File: src/rtl/memory_stage_pkg.sv
// Shared types and constants for the memory stage: FSM states, the captured
// MEM-op control bundle and the word-alignment mask.
package memory_stage_pkg;

  localparam int MEM_REG_W = 5;

  // Any set bit under this mask makes a word access misaligned.
  localparam logic [1:0] ALIGN_MASK = 2'b11;

  typedef enum logic {
    IDLE   = 1'b0,
    ACCESS = 1'b1
  } state_t;

  typedef struct packed {
    logic                 reg_write;
    logic                 mem_read;
    logic                 mem_write;
    logic                 mem_to_reg;
    logic [MEM_REG_W-1:0] write_reg;
  } mem_ctrl_t;

  function automatic logic is_misaligned(input logic [1:0] addr_lsbs);
    return |(addr_lsbs & ALIGN_MASK);
  endfunction

endpackage

File: src/rtl/mem_wait_timer.sv
// Counts cycles a memory request has waited; expired flags the final allowed
// wait cycle so the stage can abandon the access on the following edge.
module mem_wait_timer #(
  parameter int TIMEOUT_CYCLES = 64
) (
  input  logic clk,
  input  logic rst_n,
  input  logic clear,
  input  logic enable,
  output logic expired
);

  localparam int CNT_W = (TIMEOUT_CYCLES > 1) ? $clog2(TIMEOUT_CYCLES) : 1;
  localparam logic [CNT_W-1:0] LAST = CNT_W'(TIMEOUT_CYCLES - 1);

  logic [CNT_W-1:0] count;

  // NOTE: state registers use non-blocking (<=) assignments and take the
  // asynchronous reset, so every flop powers up in a known value.
  always_ff @(posedge clk or negedge rst_n) begin
    if (!rst_n) begin
      count <= '0;
    end else if (clear) begin
      count <= '0;
    end else if (enable && !expired) begin
      count <= count + 1'b1;
    end
  end

  assign expired = (count == LAST);

endmodule

File: src/rtl/memory_stage.sv
// MEM pipeline stage: accepts EX results, runs the data-memory handshake with
// a wait timeout, and emits registered write-back results and fault pulses.
module memory_stage
  import memory_stage_pkg::*;
#(
  parameter int DATA_W         = 32,
  parameter int REG_W          = MEM_REG_W,
  parameter int TIMEOUT_CYCLES = 64
) (
  input  logic              clk,
  input  logic              rst_n,
  input  logic              ExValid,
  input  logic [DATA_W-1:0] ALUOutIn,
  input  logic [DATA_W-1:0] ReadData2In,
  input  logic              RegWriteIn,
  input  logic              MemReadIn,
  input  logic              MemWriteIn,
  input  logic              MemToRegIn,
  input  logic [REG_W-1:0]  WriteRegIn,
  output logic              StallOut,
  output logic              DMemReq,
  output logic              DMemWe,
  output logic [DATA_W-1:0] DMemAddr,
  output logic [DATA_W-1:0] DMemWData,
  input  logic              DMemReady,
  input  logic [DATA_W-1:0] DMemRData,
  output logic              WBValid,
  output logic              WBRegWrite,
  output logic [REG_W-1:0]  WBWriteReg,
  output logic [DATA_W-1:0] WBData,
  output logic              MemFault
);

  state_t            state, state_nxt;
  mem_ctrl_t         ctrl_q;
  logic [DATA_W-1:0] addr_q, wdata_q;

  logic              is_mem, illegal, start_access, expired;

  logic              wb_valid_nxt, wb_reg_write_nxt, fault_nxt;
  logic [REG_W-1:0]  wb_write_reg_nxt;
  logic [DATA_W-1:0] wb_data_nxt;

  assign is_mem       = MemReadIn | MemWriteIn;
  assign illegal      = (MemReadIn & MemWriteIn) | is_misaligned(ALUOutIn[1:0]);
  assign start_access = (state == IDLE) && ExValid && is_mem && !illegal;

  mem_wait_timer #(
    .TIMEOUT_CYCLES (TIMEOUT_CYCLES)
  ) u_wait_timer (
    .clk     (clk),
    .rst_n   (rst_n),
    .clear   (state != ACCESS),
    .enable  ((state == ACCESS) && !DMemReady),
    .expired (expired)
  );

  always_ff @(posedge clk or negedge rst_n) begin
    if (!rst_n) begin
      state <= IDLE;
    end else begin
      state <= state_nxt;
    end
  end

  // NOTE: every always_comb output gets a default first, so no path through
  // the case statement can leave a value unassigned and infer a latch.
  always_comb begin
    state_nxt        = state;
    wb_valid_nxt     = 1'b0;
    wb_reg_write_nxt = 1'b0;
    fault_nxt        = 1'b0;
    wb_write_reg_nxt = WBWriteReg;
    wb_data_nxt      = WBData;

    case (state)
      IDLE: begin
        if (ExValid) begin
          if (!is_mem) begin
            wb_valid_nxt     = 1'b1;
            wb_reg_write_nxt = RegWriteIn && (WriteRegIn != '0);
            wb_write_reg_nxt = WriteRegIn;
            wb_data_nxt      = ALUOutIn;
          end else if (illegal) begin
            wb_valid_nxt     = 1'b1;
            fault_nxt        = 1'b1;
            wb_write_reg_nxt = WriteRegIn;
            wb_data_nxt      = ALUOutIn;
          end else begin
            state_nxt = ACCESS;
          end
        end
      end

      ACCESS: begin
        // A ready in the last allowed cycle still completes the access.
        if (DMemReady) begin
          state_nxt        = IDLE;
          wb_valid_nxt     = 1'b1;
          wb_reg_write_nxt = ctrl_q.reg_write && ctrl_q.mem_read &&
                             (ctrl_q.write_reg != '0);
          wb_write_reg_nxt = ctrl_q.write_reg;
          wb_data_nxt      = (ctrl_q.mem_read && ctrl_q.mem_to_reg) ? DMemRData : addr_q;
        end else if (expired) begin
          state_nxt        = IDLE;
          wb_valid_nxt     = 1'b1;
          fault_nxt        = 1'b1;
          wb_write_reg_nxt = ctrl_q.write_reg;
        end
      end

      default: state_nxt = IDLE;
    endcase
  end

  // Request fields are captured once at acceptance and held through ACCESS.
  always_ff @(posedge clk or negedge rst_n) begin
    if (!rst_n) begin
      ctrl_q  <= '0;
      addr_q  <= '0;
      wdata_q <= '0;
    end else if (start_access) begin
      ctrl_q  <= '{reg_write:  RegWriteIn,
                   mem_read:   MemReadIn,
                   mem_write:  MemWriteIn,
                   mem_to_reg: MemToRegIn,
                   write_reg:  WriteRegIn};
      addr_q  <= ALUOutIn;
      wdata_q <= ReadData2In;
    end
  end

  always_ff @(posedge clk or negedge rst_n) begin
    if (!rst_n) begin
      WBValid    <= 1'b0;
      WBRegWrite <= 1'b0;
      WBWriteReg <= '0;
      WBData     <= '0;
      MemFault   <= 1'b0;
    end else begin
      WBValid    <= wb_valid_nxt;
      WBRegWrite <= wb_reg_write_nxt;
      WBWriteReg <= wb_write_reg_nxt;
      WBData     <= wb_data_nxt;
      MemFault   <= fault_nxt;
    end
  end

  // Derived from state so an asynchronous reset drops the request at once.
  assign StallOut  = (state == ACCESS);
  assign DMemReq   = (state == ACCESS);
  assign DMemWe    = ctrl_q.mem_write;
  assign DMemAddr  = addr_q;
  assign DMemWData = wdata_q;

endmodule

File: config.mk
export PLATFORM = sky130hd
export DESIGN_NAME = memory_stage
export DESIGN_NICKNAME = d
export VERILOG_FILES = /design/src/rtl/memory_stage_pkg.sv /design/src/rtl/mem_wait_timer.sv /design/src/rtl/memory_stage.sv
export SDC_FILE = /design/constraint.sdc
export NUM_CORES = 1
export LEC_CHECK = 0
export CAP_MARGIN = 25
export CORE_MARGIN = 10
export CORE_UTILIZATION = 40
export DETAILED_ROUTE_END_ITERATION = 12
export GPL_TIMING_DRIVEN = 0
export PLACE_DENSITY = 0.81
export SYNTH_ARGS = -nofsm -noshare
export SYNTH_HDL_FRONTEND = slang
export SYNTH_SLANG_ARGS = --single-unit
File: constraint.sdc
create_clock -name clk -period 1.7 [get_ports clk]
set_input_delay 0.17 -clock clk [delete_from_list [all_inputs] [get_ports clk]]
set_output_delay 0.17 -clock clk [all_outputs]
set_load 0.02 [all_outputs]
**After elaboration in Yosys (flattened, before gate mapping)**

Index checks and enable logic that the tools add are counted.

- Flip-flop bits (word level): 120
- Output and inout bits: 107
- Word-level logic and storage cells: 76
- ROM bits: 0
- Memories kept: 0
- Bits in latches: 0
- Memory bits (writable): 0
- Input port bits: 109

- Mux-type cells: 34
- Shift-type cells: 0
- Divide/modulo/power cells: 0
- Bitwise logic cells: 4
- Eq/ne operators: 6
- Multiply operators: 0
- $add $sub $neg: 1
- $lt $le $gt $ge: 0
- Reduce and logical (&&, ||, !) cells: 17

Operator list:

| operator | number |
|---|---|
| two-way mux 32 bit | 5 |
| one-hot mux 32 bit (2 select lines) | 1 |
| two-way mux 5 bit | 5 |
| two-way mux 1 bit | 16 |
| two-way mux 6 bit | 2 |
| one-hot mux 5 bit (2 select lines) | 1 |
| nonzero test 5 bit | 2 |
| logical AND 1 bit | 9 |
| one-hot mux 1 bit (2 select lines) | 4 |
| adder 6 x 1 -> 6 bit (second input constant) | 1 |
| == test 6 bit (second input constant) | 1 |
| AND reduction 3 bit | 2 |
| != test 2 bit (second input constant) | 2 |
| logical NOT 1 bit | 3 |
| != test 3 x 2 -> 1 bit (second input constant) | 1 |
| != test 3 bit (second input constant) | 1 |
| != test 2 x 1 -> 1 bit (second input constant) | 1 |
| OR 1 bit | 2 |
| OR reduction 2 bit | 1 |
| AND 1 bit | 1 |
| NOT 1 bit | 1 |

**Depth between registers and ports, before layout**

Gate-level depths: netlist of run 1.

- Word-level depth: 6
- Mapped depth: 7
- Depth with buffers taken out: 5

**By module**

Synthesis of run 1 repeated with hierarchy kept, for this count alone.

- Cells, all modules: 395
- Area total of the unflattened synthesis: 5584.1 um^2

By module, submodules not included:

| module | area an instance (um^2) | instances | cells an instance | seq. area each (um^2) |
|---|---|---|---|---|
| memory_stage | 5203.7 | 1 | 356 | 2852.7 |
| mem_wait_timer | 380.4 | 1 | 39 | 150.1 |

**Least setup slack after synthesis of run 1**

Ideal clock, no wire load.

- Kind: register -> register
- From: register state, in the netlist DMemReq
- To: register WBData[22]
- Cell stages (with the launch flop): 7
- Slack: 22 ps
- Path buffers: 2
- Library setup time: 118 ps
- Required time: 1582 ps
- Clock period less this slack: 1678 ps
- Data arrival time: 1560 ps
- Cell sequence: dfrtp_1 > or3_1 > o221ai_2 > buf_4 > buf_4 > a211oi_1 > a21o_1

- Word-level cells in the longest chain between the ends: 3
- Elaborated cells between the ends (all ways): 6
- Classes of those cells: eq/ne (3); mux (1); bitwise (1); reduce/logical (1)

RTL lines:

| item | RTL line | RTL |
|---|---|---|
| from (decl) | memory_stage.sv:34 | `state_t state, state_nxt;` |
| from (signal assigned) | memory_stage.sv:62 | `state <= state_nxt;` |
| NOT 1 bit | n/a |  |
| != test 3 bit (no line) or != test 2 bit (tied branches) | n/a |  |
| AND reduction 3 bit (no line) | n/a |  |
| to (signal assigned) | memory_stage.sv:144 | `WBData <= wb_data_nxt;` |
| to (decl) | memory_stage.sv:30 | `output logic [DATA_W-1:0] WBData,` |

Several ways; a longest one is shown, not always the timed one.
A chain may end at the register's enable or synchronous reset.

**Worst setup path in the final report of run 1**

- From: register state, in the netlist DMemReq
- To: register WBData[0]

The elaborated chain is that of the path after synthesis.

==> results of run 1 <==
[worst paths after layout]
| check | startpoint | endpoint | slack [ps] | depth (start not counted) |
|---|---|---|---|---|
| worst min register to register | WBData[31]$_DFFE_PN0P_ | WBData[31]$_DFFE_PN0P_ | 480 | 1 |
| worst max-delay path | DMemReq$_DFF_PN0_ | WBData[0]$_DFFE_PN0P_ | -140 | 8 |
| max in group asynchronous | rst_n | DMemWData[13]$_DFFE_PN0P_ | 720 | 3 |
| worst min-delay path | rst_n | WBWriteReg[3]$_DFFE_PN0P_ | 290 | 2 |
| worst max register to register | DMemReq$_DFF_PN0_ | WBData[0]$_DFFE_PN0P_ | -140 | 8 |
| min in group clk | ReadData2In[11] | DMemWData[11]$_DFFE_PN0P_ | 370 | 2 |
[routing by layer]
metal  up-vias  GRT usage (%)  wire (µm)
li1       2148              -          -
met1      2368           22.1       7650
met2       191           32.4       9530
met3        23           7.91       1600
met4         2           5.05        257
met5         -              0         13
[cell families (layout without fill, tap and decap cells)]
family | Yosys count | after routing | share of synthesized area, %
fa+ha+maj | 1 | 1 | 0.216
mux | 112 | 112 | 24.0
buf+inv | 32 | 295 | 3.37
simple gates | 78 | 78 | 6.39
compound gates | 105 | 105 | 13.7
flops | 120 | 120 | 51.8
xor+xnor | 3 | 3 | 0.583
[per-stage QoR]
stage                     instances  setup WS [ps]  setup TNS (ps)  area (µm²)  power [µW]
after global placement          846          -4150         -536890        8180        7720
after floorplan                 451           22.1               0        5800        5870
after CTS                       895           -161           -6050        9300       12200
after global routing            894           -218          -14180        9300       12500
after detailed placement        847           -509          -44360        8210        7830
final                           894           -143           -5590        9300       12000
[layout make-up]
cell class | instances | area [µm²]
fill | 1012 | 4740
tap | 180 | 225
sequential | 120 | 3000
clock buffer | 18 | 439
clock inverter | 14 | 221
multi-input combinational | 299 | 2780
timing repair buffer | 233 | 2390
buffer | 30 | 249
[repair_timing]
item                                    4_1_cts  5_1_grt
setup buffers                                13        1
cloned                                        4        0
endpoints found under the setup margin       44      112
hold buffers                                  1        0
resized for setup                            70       11
pin swaps                                     9        5
hold endpoints to repair                     55        0
[flip-flops by register name, indices dropped and copies added, names as in the netlist, 5 cells and up]
register,count
DMemAddr,32
ctrl_q,8
WBData,32
DMemWData,32
u_wait_timer.count,6
WBWriteReg,5
[cell usage after synthesis (2+ instances only)]
| master | n |
|---|---|
| or4_1 | 2 |
| a21oi_1 | 6 |
| buf_4 | 4 |
| nand3_1 | 3 |
| a21o_1 | 37 |
| buf_2 | 12 |
| o211a_1 | 6 |
| nor2b_1 | 6 |
| clkbuf_1 | 9 |
| o21ai_0 | 9 |
| nand2_1 | 11 |
| dfrtp_1 | 120 |
| buf_6 | 6 |
| o21a_1 | 2 |
| mux2_4 | 45 |
| xor2_1 | 2 |
| a211oi_1 | 37 |
| mux2_2 | 35 |
| nor2_1 | 42 |
| a21boi_0 | 2 |
| nor4_1 | 2 |
| and2_1 | 5 |
| mux2i_1 | 32 |
[where the power goes]
group          switching, µW  internal [µW]  total, µW
clock network           1360           2650       4010
registers                454           3480       3940
logic                   1860           2210       4070
[worst max-delay path: stages, from the launching register on]
cell      delay [ps]
dfrtp_1          430
buf_6            140
or3_4            350
o221ai_4         180
buf_6            190
buf_6            140
buf_6            110
a211oi_2          40
a21o_1           150
==> metrics.md, run 1 <==
| Metric | Value |
|---|---|
| HPWL Detailed | `13800 µm` |
| DIE WIDTH | `140 µm` |
| Syn avg cell area | `12.9 µm²` |
| Syn nets | `561` |
| Number of inserted diodes | `0` |
| Most common cell after layout, fill and taps aside | `clkdlybuf4s50_1` |
| Via/cell ratio | `5.29` |
| Vias in the first global route | `5288` |
| Max Cap Viol | `0` |
| Slew @ Worst Pin | `552 ps` |
| Startpoint types | `flip-flop` |
| Post-layout util | `66.3%` |
| Clock slew at reported path FFs | `60 ps` |
| #FFs+latches synth | `120` |
| Die ar. | `0.0197 mm²` |
| Outcome | `finished, violations left` |
| Clock period minus worst slack | `1840 ps` |
| H-tree depth | `4` |
| Worst Hold Slack | `287 ps` |
| CTS Sinks | `120` |
| Post-synth ARST share | `100%` |
| Synth top area cells | `dfrtp_1, mux2_4, mux2_2` |
| Endpoints failing hold | `0` |
| Routed via count | `4732` |
| Initial DRC count | `280` |
| Maximum fanout along the worst path | `7` |
| Die Y | `140 µm` |
| Sequential fraction of the synthesis area | `51.8%` |
| Initial Utilization | `41.3%` |
| Peak supply drop | `0.758 mV` |
| Worst min-delay path category | `in2async` |
| Static Leak | `0.00447 µW` |
| Commonest non-fill, non-tap cells in the layout | `clkdlybuf4s50_1, dfrtp_1, mux2_4` |
| Initial antenna violation count | `1` |
| Final period util | `108%` |
| Routed WL | `19000 µm` |
| Worst path arrival time | `2150 ps` |
| Placer Congestion | `0.844` |
| Post-Syn Instances | `451` |
| Fmax | `0.543 GHz` |
| Global-route wire length before repair | `30100 µm` |
| Fin Clk Skew | `7.44 ps` |
| Final-report max-slew violation count | `0` |
| CORE AREA | `0.0140 mm²` |
| Primary FF master, synth | `dfrtp_1` |
| Remaining DRCs | `0` |
| Post-route ant nets | `0` |
| Slew headroom | `63.2%` |
| Final setup fails | `83` |
| Rows | `43` |
| Number of synthesized flops with an enable pin | `0` |
| Worst Setup Path Type | `reg2reg` |
| Post-Synthesis Cell Area | `0.00580 mm²` |
| Total gr overflow | `0` |
| DRT Pass-1 Iters | `4` |
| Share of the synthesized area in the top cell type | `51.8%` |
| Top-Level Pins | `216` |
| PortBufs | `215` |
| Gr usage total | `19.3%` |
| Largest net degree at the start of global routing | `66` |
| Post-layout nets | `811` |
| Final WS setup | `-143 ps` |
| Yosys top cell by area | `dfrtp_1` |
| RSZ-0062 raised after global routing | `true` |
| Layout cell share with drive strength beyond 1 | `27.3%` |
| CTS tree | `built` |
| Synth-to-layout area growth | `60.4%` |
| Worst-Skew Late Latency | `420 ps` |
| Root Driver | `clkbuf_16` |
| Clk buf depth | `2` |
| Crit end category | `flip-flop` |
| Failing checks | `setup timing` |
| WL/cell | `21.3 µm` |
| Num CTS Buffers | `17` |
| Synth Warn # | `0` |
| Netlist cell types | `39` |
| Crit path required time | `2010 ps` |
| PD cells | `1290 mW/mm²` |
Power figures use the tool's default switching activity.
==> inputs of run 2 (changes only) <==
--- a/config.mk
+++ b/config.mk
@@ -6,11 +6,12 @@
 export NUM_CORES = 1
 export LEC_CHECK = 0
 export CAP_MARGIN = 25
+export CORE_ASPECT_RATIO = 1.2
 export CORE_MARGIN = 10
-export CORE_UTILIZATION = 40
+export CORE_UTILIZATION = 45
 export DETAILED_ROUTE_END_ITERATION = 12
 export GPL_TIMING_DRIVEN = 0
-export PLACE_DENSITY = 0.81
+export PLACE_DENSITY = 0.86
 export SYNTH_ARGS = -nofsm -noshare
 export SYNTH_HDL_FRONTEND = slang
 export SYNTH_SLANG_ARGS = --single-unit
==> constraint.sdc (replaced) <==
create_clock -name clk -period 1.9 [get_ports clk]
set_input_delay 0.19 -clock clk [delete_from_list [all_inputs] [get_ports clk]]
set_output_delay 0.19 -clock clk [all_outputs]
set_load 0.02 [all_outputs]
==> metrics.md, run 2 (synthesis gave the netlist of run 1 again) <==
| Metric | Value |
|---|---|
| Outcome | `completed (was finished, violations left)` |
| R2R Setup Slk | `60 ps (was -140 ps)` |
| Final-report max-slew violation count | `0 (unchanged)` |
| Number of inserted diodes | `0 (unchanged)` |
| Clock period minus worst slack | `1840 ps (about the same)` |
| Total gr overflow | `0 (unchanged)` |
| Fill cells | `937 (was 1012)` |
| Crit end category | `flip-flop (unchanged)` |
| RSZ-0062 raised after global routing | `true (unchanged)` |
| CTS Sinks | `120 (unchanged)` |
| Fmax | `0.544 GHz (was 0.543 GHz)` |
| Slew headroom | `54.2% (was 63.2%)` |
| Worst Hold Slack | `251 ps (was 287 ps)` |
| Commonest non-fill, non-tap cells in the layout | `clkdlybuf4s50_1, dfrtp_1, mux2_4 (unchanged)` |
| Peak supply drop | `0.717 mV (was 0.758 mV)` |
| DRT Pass-1 Iters | `4 (unchanged)` |
| Fin Clk Skew | `13.8 ps (was 7.44 ps)` |
| Routed via count | `4698 (was 4732)` |
| H-tree depth | `4 (unchanged)` |
| Endpoints failing hold | `0 (unchanged)` |
| Final period util | `96.8% (was 108%)` |
| Via/cell ratio | `5.44 (was 5.29)` |
| Vias in the first global route | `5137 (was 5288)` |
| CTS tree | `built (unchanged)` |
| Initial antenna violation count | `1 (unchanged)` |
| Initial Utilization | `45.8% (was 41.3%)` |
| Clock slew at reported path FFs | `60 ps (about the same)` |
| Post-CTS setup repair buffer count | `0 (was 13)` |
| Rows | `45 (was 43)` |
| Maximum fanout along the worst path | `5 (was 7)` |
| Startpoint types | `flip-flop (unchanged)` |
| Routed WL | `18700 µm (was 19000 µm)` |
| Reg2Reg Depth | `4 (was 8)` |
| PortBufs | `215 (unchanged)` |
| Global-route wire length before repair | `28900 µm (was 30100 µm)` |
| Largest net degree at the start of global routing | `83 (was 66)` |
| HPWL Detailed | `13800 µm (about the same)` |
| Remaining DRCs | `0 (unchanged)` |
| Worst Setup Path Type | `reg2reg (unchanged)` |
| Crit path required time | `2210 ps (was 2010 ps)` |
| Worst-Skew Late Latency | `430 ps (was 420 ps)` |
| Max Cap Viol | `0 (unchanged)` |
| Initial DRC count | `294 (was 280)` |
| WL/cell | `21.7 µm (was 21.3 µm)` |
| Post-route ant nets | `0 (unchanged)` |
| Worst reg2reg path endpoint | `WBWriteReg[1]$_DFFE_PN0P_ (was WBData[0]$_DFFE_PN0P_)` |
| CORE AREA | `0.0127 mm² (was 0.0140 mm²)` |
| Worst min-delay path category | `in2async (unchanged)` |
| Die Y | `144 µm (was 140 µm)` |
| Layout cell share with drive strength beyond 1 | `21.0% (was 27.3%)` |
| Num CTS Buffers | `17 (unchanged)` |
| Static Leak | `0.00429 µW (was 0.00447 µW)` |
| Clk buf depth | `2 (unchanged)` |
| Total Power | `10400 µW (was 12000 µW)` |
| PD cells | `1170 mW/mm² (was 1290 mW/mm²)` |
| Root Driver | `clkbuf_16 (unchanged)` |
| Post-layout nets | `796 (was 811)` |
| Final setup fails | `0 (was 83)` |
| Setup TNS | `0 ps (was -5590 ps)` |
| Placer Congestion | `0.877 (was 0.844)` |
| DIE WIDTH | `124 µm (was 140 µm)` |
| Gr usage total | `21.1% (was 19.3%)` |
| Most common cell after layout, fill and taps aside | `clkdlybuf4s50_1 (unchanged)` |
| Worst reg2reg startpoint | `DMemReq$_DFF_PN0_ (unchanged)` |
| Synth-to-layout area growth | `52.7% (was 60.4%)` |
| Slew @ Worst Pin | `684 ps (was 552 ps)` |
| Top-Level Pins | `216 (unchanged)` |
| Die ar. | `0.0178 mm² (was 0.0197 mm²)` |
| Worst path arrival time | `2140 ps (was 2150 ps)` |
[run 2: changes by cell type in the layout (fill, tap and decap cells not counted), moves of 7 or more]
cell / previous run / this run
a211oi_2: 24 / 0
buf_6: 16 / 8
a211oi_1: 13 / 37
buf_4: 10 / 3
buf_2: 4 / 13
[run 2: layer usage]
layer	global-route usage [%]	routed length, µm	vias to the layer above
met5	0	8	-
met4	6.14	323	2
met3	7.53	1480	32
met2	37.5	10000	186
met1	22.8	6880	2373
li1	-	-	2105
[run 2: worst max-delay path, cell delays in order, from the launching register on]
cell	delay, ps
dfrtp_1	430
or3_1	460
o22ai_2	310
mux2_2	400
o211a_1	120
[run 2: repair_timing]
item,in CTS,in global routing
hold buffers,1,0
setup endpoints to repair,22,35
endpoints found under the hold margin,38,0
resized for setup,5,14
[run 2: cell type report]
cell class	count	area (µm²)	area share [%]
sequential	120	3000	33.9
buffer	31	206	2.33
clock inverter	8	143	1.61
clock buffer	24	482	5.44
timing repair buffer	217	2190	24.7
tap	164	205	2.32
multi-input combinational	299	2630	29.6
[run 2: per-stage QoR]
step | worst slack [ps] | util [%] | instance area (µm²) | std cells
floorplan | 222 | - | 5800 | 451
global placement | -3930 | 64.4 | 8160 | 830
detailed placement | -300 | 64.6 | 8190 | 831
CTS | 15.1 | 69.7 | 8830 | 863
global route | -11.1 | 69.9 | 8850 | 863
finish | 61.2 | 69.9 | 8850 | 863
[run 2: where the power goes]
| part | switching [µW] | internal [µW] | total, µW |
|---|---|---|---|
| sequential | 387 | 3120 | 3510 |
| combinational | 1580 | 1860 | 3440 |
| clock | 1150 | 2290 | 3440 |
[run 2: worst max-delay path by stage]
stage                      start                         to  slack, ps  cells past startpoint
5_1_grt        DMemReq$_DFF_PN0_     WBData[27]$_DFFE_PN0P_        -10                      6
4_1_cts        DMemReq$_DFF_PN0_     WBData[27]$_DFFE_PN0P_         20                      6
6_report       DMemReq$_DFF_PN0_  WBWriteReg[1]$_DFFE_PN0P_         60                      4
3_5_place_dp         ALUOutIn[1]     WBData[25]$_DFFE_PN0P_       -300                      7
3_3_place_gp               rst_n  DMemWData[19]$_DFFE_PN0P_      -3930                      1
2_1_floorplan  DMemReq$_DFF_PN0_     WBData[14]$_DFFE_PN0P_        220                      6
